**config.mk**
```make
export PLATFORM = sky130hd
export DESIGN_NAME = hex_overlay
export DESIGN_NICKNAME = d
export VERILOG_FILES = /design/src/rtl/vga_pkg.sv /design/src/rtl/nibble_to_ascii.sv /design/src/rtl/hex_overlay.sv
export SDC_FILE = /design/constraint.sdc
export NUM_CORES = 1
export LEC_CHECK = 0
export BUFFER_PORTS_ARGS = -buffer_cell sky130_fd_sc_hd__buf_2
export CAP_MARGIN = 20
export CORE_MARGIN = 8
export CORE_UTILIZATION = 51
export CTS_CLUSTER_DIAMETER = 80
export DETAILED_ROUTE_END_ITERATION = 8
export GPL_TIMING_DRIVEN = 0
export PLACE_DENSITY = 0.87
export SYNTH_ARGS = -nofsm -noshare
export SYNTH_HDL_FRONTEND = slang
export SYNTH_SLANG_ARGS = --single-unit
```
**constraint.sdc**
```tcl
create_clock -name px_clk -period 2.65 [get_ports px_clk]
set_input_delay 0.53 -clock px_clk [delete_from_list [all_inputs] [get_ports px_clk]]
set_output_delay 0.53 -clock px_clk [all_outputs]
set_load 0.01 [all_outputs]
```
**src/rtl/vga_pkg.sv**
```systemverilog
// vga_pkg: VGA timing constants and the colour type shared by the video pipeline.
package vga_pkg;
    localparam int H_ACTIVE   = 640;
    localparam int V_ACTIVE   = 480;
    localparam int FONT_WIDTH = 8;
    localparam int BORDER_PX  = 5;
    typedef logic [2:0] rgb_t;
endpackage

```
**src/rtl/nibble_to_ascii.sv**
```systemverilog
// nibble_to_ascii: maps a hex nibble to its upper-case ASCII digit.
module nibble_to_ascii (
    input  logic [3:0] nibble,
    output logic [7:0] ascii
);
    always_comb ascii = (nibble < 4'd10) ? {4'h3, nibble} : {4'h0, nibble} + 8'h37;
endmodule

```
**src/rtl/hex_overlay.sv**
```systemverilog
// hex_overlay: hex value text overlay; syncs and rgb leave 4 px_clk after the inputs.
// Define HEX_OVERLAY_BORDER_EN to draw the frame border.
module hex_overlay
    import vga_pkg::*;
#(
    parameter int   DIGITS     = 4,
    parameter int   ZOOM       = 2,
    parameter int   COL        = 9,
    parameter int   ROW        = 8,
    parameter rgb_t FG         = 3'b010,
    parameter rgb_t BORDER_RGB = 3'b001
) (
    input  logic                  px_clk,
    input  logic                  resetn,
    input  logic                  hsync_in,
    input  logic                  vsync_in,
    input  logic                  activevideo_in,
    input  logic [9:0]            px_x_in,
    input  logic [9:0]            px_y_in,
    input  logic [4*DIGITS-1:0]   value,
    input  logic                  value_load,
    output logic                  value_busy,
    output logic [7:0]            font_char,
    output logic [9:0]            font_x,
    output logic [9:0]            font_y,
    input  logic                  font_bit,
    output logic                  hsync,
    output logic                  vsync,
    output rgb_t                  rgb
);
    localparam int SH = $clog2(FONT_WIDTH) + ZOOM;
    if (DIGITS < 1 || DIGITS > 8 || COL + DIGITS > (H_ACTIVE >> SH)) begin : g_bad_cfg
        $error("hex_overlay: DIGITS/COL do not fit the line at this ZOOM");
    end
    logic                s0_hs, s0_vs, s0_av, s1_hs, s1_vs, s1_av, s2_hs, s2_vs, s2_av, s2_bd;
    logic [9:0]          s0_x, s0_y, cx, cy, idx;
    logic [4*DIGITS-1:0] pending, shown, sh;
    logic [7:0]          ascii;
    logic                in_box, vs_fall;
    assign cx      = s0_x >> SH;
    assign cy      = s0_y >> SH;
    assign in_box  = s0_av && cy == 10'(ROW) && cx >= 10'(COL) && cx < 10'(COL + DIGITS);
    assign idx     = 10'(COL + DIGITS - 1) - cx;
    assign sh      = shown >> {idx, 2'b00};
    assign vs_fall = s0_vs & ~vsync_in;
    nibble_to_ascii u_n2a (.nibble(sh[3:0]), .ascii(ascii));
    // shown only changes on a vsync fall so a frame never shows a torn number
    always_ff @(posedge px_clk or negedge resetn) begin
        if (!resetn) begin
            pending    <= '0;
            shown      <= '0;
            value_busy <= 1'b0;
        end else begin
            if (vs_fall && value_busy) shown <= pending;
            if (value_load) begin
                pending    <= value;
                value_busy <= 1'b1;
            end else if (vs_fall) value_busy <= 1'b0;
        end
    end
    always_ff @(posedge px_clk or negedge resetn) begin
        if (!resetn) begin
            {s0_hs, s0_vs, s0_av} <= 3'b110;
            {s1_hs, s1_vs, s1_av} <= 3'b110;
            {s2_hs, s2_vs, s2_av} <= 3'b110;
            s0_x      <= '0;
            s0_y      <= '0;
            font_char <= '0;
            font_x    <= '0;
            font_y    <= '0;
            hsync     <= 1'b1;
            vsync     <= 1'b1;
            rgb       <= '0;
        end else begin
            {s0_hs, s0_vs, s0_av} <= {hsync_in, vsync_in, activevideo_in};
            {s1_hs, s1_vs, s1_av} <= {s0_hs, s0_vs, s0_av};
            {s2_hs, s2_vs, s2_av} <= {s1_hs, s1_vs, s1_av};
            s0_x      <= px_x_in;
            s0_y      <= px_y_in;
            font_char <= in_box ? ascii : 8'h00;
            font_x    <= s0_x >> ZOOM;
            font_y    <= s0_y >> ZOOM;
            hsync     <= s2_hs;
            vsync     <= s2_vs;
            rgb       <= !s2_av ? '0 : font_bit ? FG : s2_bd ? BORDER_RGB : '0;
        end
    end
`ifdef HEX_OVERLAY_BORDER_EN
    logic s1_bd;
    always_ff @(posedge px_clk or negedge resetn) begin
        if (!resetn) {s1_bd, s2_bd} <= 2'b00;
        else begin
            s1_bd <= s0_x < 10'(BORDER_PX) || s0_x > 10'(H_ACTIVE - 1 - BORDER_PX) ||
                     s0_y < 10'(BORDER_PX) || s0_y > 10'(V_ACTIVE - 1 - BORDER_PX);
            s2_bd <= s1_bd;
        end
    end
`else
    assign s2_bd = 1'b0;
`endif
endmodule

```
==> impl_metrics.env, run 1 <==
export IMPL_clock_tree_buffer_depth=2
export IMPL_final_instance_area_mm2=0.00360
export IMPL_met1_usage_pct=14.6
export IMPL_max_vdd_ir_drop_mv=0.378
export IMPL_drt_pass1_iter_count=4
export IMPL_worst_hold_slack_ns=0.143
export IMPL_synth_top_area_share_pct=65.4
export IMPL_hold_path_class="in -> async"
export IMPL_grt_start_max_net_pins=50
export IMPL_initial_antenna_violation_count=0
export IMPL_h_tree_depth=3
export IMPL_startpoint_type_of_the_worst_setup_path="flip-flop"
export IMPL_layout_worst_path_cycle_share_pct=80.6
export IMPL_final_antenna_net_count=0
export IMPL_fp_dieArea_mm2=0.00838
export IMPL_port_buffer_count=64
export IMPL_power_per_cell_area_mw_per_mm2=768
export IMPL_p_leak_nw=1.73
export IMPL_synth_cells=173
export IMPL_fmaxAchievable_mhz=468
export IMPL_detailed_place_hpwl_mm=3.84
export IMPL_worstPathArrival_ns=2.39
export IMPL_cts_tree="built"
export IMPL_fp_row_count=27
export IMPL_data_required_time_of_the_critical_path_ns=2.90
export IMPL_post_cts_resize_count=0
export IMPL_mappedNetlistArea_mm2=0.00291
export IMPL_setup_viol=0
export IMPL_groute_layer_met3_usage_pct=6.50
export IMPL_rr_startpoint="s0_x[5]"
export IMPL_finish_utilization_pct=65.3
export IMPL_cts_made_buffers=9
export IMPL_clkSlewWorstSetupHoldPaths_ns=0.08
export IMPL_floorplan_initialDensity_pct=52.8
export IMPL_cts_setup_buffers=0
export IMPL_globalplace_congestion=0.743
export IMPL_clk_root_buffer_cell="clkbuf_8"
export IMPL_r2r_cells=9
export IMPL_cts_hold_buffers_added=0
export IMPL_finalNetCount=301
export IMPL_preCtsSetupSlack_ns=0.548
export IMPL_final_max_slew_viol_count=0
export IMPL_detail_route_drc_violations=0
export IMPL_grt_setup_unrepaired="false"
export IMPL_pin_count=77
export IMPL_globalRoute_totalOverflow=0
export IMPL_yosys_cell_types_count=34
export IMPL_grt_most_used_layer="met2"
export IMPL_postSynthRegisterBits=84
export IMPL_fp_coreArea_mm2=0.00551
export IMPL_worst_path_max_fanout=9
export IMPL_critical_path_endpoint_type="flip-flop"
export IMPL_gr_usage_all_layers_pct=13.4
export IMPL_drive_gt1_share_pct=51.9
export IMPL_post_drt_via_cell_ratio=4.79
export IMPL_worstReg2RegEnd="font_char[4]"
export IMPL_grt_met2_usage_pct=21.9
export IMPL_fin_setup_tns_ns=0
export IMPL_tritoncts_num_sinks=84
export IMPL_skew_ns=0.00877
export IMPL_placed_area_mm2=0.00337
export IMPL_die_height_um=91.5
export IMPL_via_count=1589
export IMPL_die_width_um=91.5
export IMPL_routed_wirelength_mm=5.21
export IMPL_nFillCells=413
export IMPL_initialDrtViolationCount=31
export IMPL_synth_top_cells_by_area="dfrtp_1 65%, mux2_2 12%, dfstp_2 7.2%"
export IMPL_diodes_inserted=0
export IMPL_post_route_worst_setup_slack_ns=0.513
export IMPL_timing_reg2reg_setup_slack_ns=0.51
export IMPL_clk_insertion_delay_late_ns=0.34
export IMPL_grt_pass1_wl_mm=8.80
export IMPL_result_of_the_run="finished, final reports clean"
export IMPL_setup_worst_path_class="reg -> reg"
export IMPL_ys_seq_area_share_pct=72.6
export IMPL_first_global_vias=1819
export IMPL_final_hold_viol_count=0
export IMPL_final_min_clock_period_ns=2.14
export IMPL_avgRoutedWirePerCell_um=15.7
export IMPL_synth_largest_area_cell="dfrtp_1"
export IMPL_reported_max_cap_violation_count=0
export IMPL_post_synth_cell_area_avg_um2=16.8
export IMPL_synth_warnings=0
export IMPL_area_growth_synth_to_final_pct=23.6
-- layout by cell type, fill, tap and decap left out, types with 2 or more instances in the layout --
| cell | synthesis | final |
|---|---|---|
| dfrtp_1 | 76 | 76 |
| buf_2 | 2 | 65 |
| mux2_2 | 32 | 32 |
| clkbuf_8 | 0 | 10 |
| buf_4 | 7 | 8 |
| dfstp_2 | 8 | 8 |
| conb_1 | 1 | 7 |
| nand2_1 | 6 | 6 |
| nor2_1 | 5 | 5 |
| inv_1 | 3 | 3 |
| mux4_2 | 3 | 3 |
| a21oi_1 | 3 | 3 |
| ha_1 | 3 | 3 |
| o21ai_0 | 2 | 2 |
| a21o_1 | 2 | 2 |
| clkbuf_1 | 1 | 2 |
| bufinv_16 | 0 | 2 |
-- metrics by stage --
stage	std cells	power, mW
after floorplan	179	1.67
after global placement	315	1.77
after detailed placement	316	1.80
after CTS	332	2.80
after global routing	332	2.89
final	332	2.76
-- cells in the mapped netlist (all sizes together) --
| library cell | instances |
|---|---|
| dfrtp | 76 |
| a21o | 2 |
| nand2b | 1 |
| clkbuf | 1 |
| ha | 3 |
| a21oi | 3 |
| nand2 | 6 |
| and4b | 1 |
| inv | 3 |
| mux2 | 32 |
| a31oi | 1 |
| and2 | 1 |
| conb | 1 |
| xor2 | 1 |
| nor3b | 1 |
| or3 | 2 |
| mux4 | 4 |
| a211oi | 1 |
| o21ai | 3 |
| nand4b | 1 |
| nor2b | 1 |
| buf | 10 |
| dfstp | 8 |
| nand3b | 1 |
| nor4 | 1 |
| nor2 | 5 |
| nand4 | 1 |
| or4 | 1 |
| a41oi | 1 |
-- power by group --
group | total [mW] | switching [mW] | internal [mW]
Combinational | 0.312 | 0.146 | 0.166
Sequential | 1.46 | 0.0554 | 1.40
Clock | 0.992 | 0.432 | 0.560
Total | 2.76 | 0.633 | 2.13
-- metal layers --
metal	share of wire [%]	vias up
met2	50	54
met5	0	-
met4	1.2	0
li1	-	746
met3	8.2	7
met1	41	782
-- sequential cells by signal, indices dropped and copies added (netlist names), 7 cells and up --
signal / flops
pending: 16
shown: 16
font_x: 8
font_y: 8
s0_x: 8
s0_y: 8
font_char: 7
-- final cells by class --
type / count / area [um^2] / share of cell area (%)
flip-flops and latches: 84 / 2110 / 58.7
multi-input cells: 81 / 731 / 20.3
repair buffers: 65 / 350 / 9.74
clock buffers: 11 / 141 / 3.93
well taps: 72 / 90.1 / 2.51
clock inverters: 5 / 82.6 / 2.30
plain buffers: 11 / 77.6 / 2.16
inverters: 3 / 11.3 / 0.313
-- critical path, cell delays in order (launching register included) --
cell and delay, ns:
dfrtp_1 0.39, buf_6 0.16, inv_1 0.05, ha_1 0.38
mux4_2 0.41, nand2_1 0.10, ha_1 0.18, inv_1 0.05
a21o_1 0.17, a31oi_1 0.17
-- kinds of logic (layout without fill, tap and decap cells) --
logic type	Yosys count	in the layout	share of synthesized area (%)
AO/OA/AOI/OAI	11	11	2.49
XOR/XNOR	1	1	0.301
adder cells (fa/ha/maj)	3	3	1.29
buffers and inverters	14	95	3.05
flip-flops	84	84	72.6
multiplexers	36	36	15.6
other	1	7	0.129
AND/OR/NAND/NOR	23	23	4.52
-- worst max path at each step --
| stage | from | depth (start not counted) | to | slack [ns] |
|---|---|---|---|---|
| final | s0_x[5] | 9 | font_char[4] | 0.51 |
| after global routing | s0_x[5] | 12 | font_char[6] | 0.39 |
| after CTS | s0_x[5] | 9 | font_char[4] | 0.53 |
| after detailed placement | s0_x[5] | 9 | font_char[4] | 0.55 |
| after global placement | resetn | 1 | pending[13] | 0.52 |
| after floorplan | s0_x[5] | 9 | font_char[4] | 0.76 |
No activity file was read; power rests on OpenSTA's default activity.
==> run 2: changes to the inputs <==
Clock period 2.65 ns to 2 ns, I/O delays scaled along.
==> run 2 against run 1 <==
Cell area grew 2.2%; wire length is 4.5% higher; worst hold slack got worse by 0.13 ns; largest cell class unchanged.
==> impl_metrics.env, run 2 (synthesis gave the netlist of run 1 again) <==
export IMPL_fp_coreArea_mm2=0.00551
export IMPL_worstPathArrival_ns=2.17
export IMPL_die_width_um=91.5
export IMPL_via_count=1652
export IMPL_final_hold_viol_count=0
export IMPL_grt_pass1_wl_mm=8.93
export IMPL_gr_usage_all_layers_pct=13.6
export IMPL_die_height_um=91.5
export IMPL_routed_wirelength_mm=5.45
export IMPL_placed_area_mm2=0.00337
export IMPL_skew_ns=0.00868
export IMPL_finalNetCount=308
export IMPL_worst_path_largest_cell_delay_ns=0.37
export IMPL_fp_dieArea_mm2=0.00838
export IMPL_critical_path_cell_chain="buf_6, inv_1, ha_4, mux4_2, nand2_1, ha_2, inv_1, a21o_1, a31oi_1"
export IMPL_pin_count=77
export IMPL_critical_path_most_common_cell="inv_1"
export IMPL_layout_cells_most_common="dfrtp_1"
export IMPL_drt_pass1_iter_count=4
export IMPL_cts_tree="built"
export IMPL_layout_worst_path_cycle_share_pct=95.7
export IMPL_power_total_mw=3.71
export IMPL_data_required_time_of_the_critical_path_ns=2.26
export IMPL_worst_path_max_delay_cell="dfrtp_1"
export IMPL_clk_root_buffer_cell="clkbuf_8"
export IMPL_fp_row_count=27
export IMPL_setup_worst_path_class="reg -> reg"
export IMPL_setup_viol=0
export IMPL_final_min_clock_period_ns=1.91
export IMPL_reported_max_cap_violation_count=0
export IMPL_max_vdd_ir_drop_mv=0.502
export IMPL_power_per_cell_area_mw_per_mm2=1010
export IMPL_hold_path_class="in -> async"
export IMPL_cts_made_buffers=9
export IMPL_fin_setup_tns_ns=0
export IMPL_avgRoutedWirePerCell_um=16.1
export IMPL_clkSlewWorstSetupHoldPaths_ns=0.08
export IMPL_area_growth_synth_to_final_pct=26.4
export IMPL_top_regs="pending: 16 flops, shown: 16 flops"
export IMPL_globalplace_congestion=0.743
export IMPL_detailed_place_hpwl_mm=3.84
export IMPL_final_antenna_net_count=0
export IMPL_port_buffer_count=64
export IMPL_final_max_slew_viol_count=0
export IMPL_globalRoute_totalOverflow=0
export IMPL_post_drt_via_cell_ratio=4.87
export IMPL_diodes_inserted=0
export IMPL_first_global_vias=1833
export IMPL_critical_path_n_buffers_inverters=3
export IMPL_fmaxAchievable_mhz=522
export IMPL_drive_gt1_share_pct=56.2
export IMPL_timing_critical_path_max_delay_family="adder cells"
export IMPL_clock_tree_buffer_depth=2
export IMPL_layout_cells_most_common_list="75 x dfrtp_1, 65 x buf_2, 32 x mux2_2"
export IMPL_startpoint_type_of_the_worst_setup_path="flip-flop"
export IMPL_initialDrtViolationCount=34
export IMPL_grt_start_max_net_pins=50
export IMPL_floorplan_initialDensity_pct=52.8
export IMPL_initial_antenna_violation_count=0
export IMPL_p_leak_nw=1.76
export IMPL_worst_hold_slack_ns=0.0111
export IMPL_h_tree_depth=3
export IMPL_detail_route_drc_violations=0
export IMPL_result_of_the_run="finished, final reports clean"
export IMPL_tritoncts_num_sinks=84
export IMPL_final_instance_area_mm2=0.00368
export IMPL_critical_path_endpoint_type="flip-flop"
export IMPL_worst_path_max_fanout=6
export IMPL_clk_insertion_delay_late_ns=0.34
[run 2: changes by cell type in the layout (fill, tap and decap cells not counted), sizes merged]
| cell | delta |
|---|---|
| buf | +7 |
[run 2: worst reg2reg max path, delay by kind of cell, from the launching register on]
| kind | cells | cell delay (ns) |
|---|---|---|
| buffers and inverters | 3 | 0.22 |
| DFF | 1 | 0.37 |
| adders and majority gates | 2 | 0.49 |
| AOI/OAI and AO/OA | 2 | 0.33 |
| muxes | 1 | 0.32 |
| and+or+nand+nor | 1 | 0.10 |
[run 2: repair_timing]
action | in CTS | in global routing
setup buffers | 3 | 4
pin swaps | 0 | 2
endpoints found under the setup margin | 3 | 3
hold buffers | 0 | 0
gates resized for setup | 4 | 5
hold endpoints to repair | 0 | 0
[run 2: area by class of cell]
| type | count | area (um^2) |
|---|---|---|
| multi-input combinational | 81 | 757 |
| sequential | 84 | 2110 |
| clock buffer | 11 | 141 |
| tap | 72 | 90.1 |
| fill | 405 | 1830 |
| timing repair buffer | 72 | 403 |
| clock inverter | 5 | 82.6 |
| inverter | 3 | 11.3 |
| buffer | 11 | 77.6 |
[run 2: final timing paths]
kind / from / end / slack [ns] / depth (start not counted)
max: s0_x[5] / font_char[4] / 0.09 / 9
min: resetn / font_y[7] / 0.01 / 1
max reg2reg: s0_x[5] / font_char[4] / 0.09 / 9
min reg2reg: s0_x[2] / font_x[0] / 0.35 / 0
max in group asynchronous: resetn / s0_vs / 1.35 / 2
min in group px_clk: hsync_in / s0_hs / 0.15 / 1
[run 2: through the flow]
stage,instances,utilization [%],worst slack (ns)
after CTS,335,65.9,0.0219
final,339,66.8,0.0854
after floorplan,179,-,0.110
after global routing,339,66.8,-0.0165
after detailed placement,316,61.2,-0.102
after global placement,315,60.7,-0.0635
[run 2: report_power, final]
part | internal, mW | switching (mW) | total (mW)
Combinational | 0.253 | 0.207 | 0.460
Clock | 0.742 | 0.570 | 1.31
Sequential | 1.86 | 0.0765 | 1.93
Total | 2.85 | 0.853 | 3.71
[run 2: metal layers]
layer / wire (um) / global-route usage (%) / share of wire, % / up-vias
li1: - / - / - / 760
met1: 2190 / 15.1 / 40 / 826
met2: 2750 / 22.3 / 51 / 56
met3: 422 / 6.26 / 7.8 / 10
met4: 78 / 5.32 / 1.4 / 0
met5: 0 / 0 / 0 / -
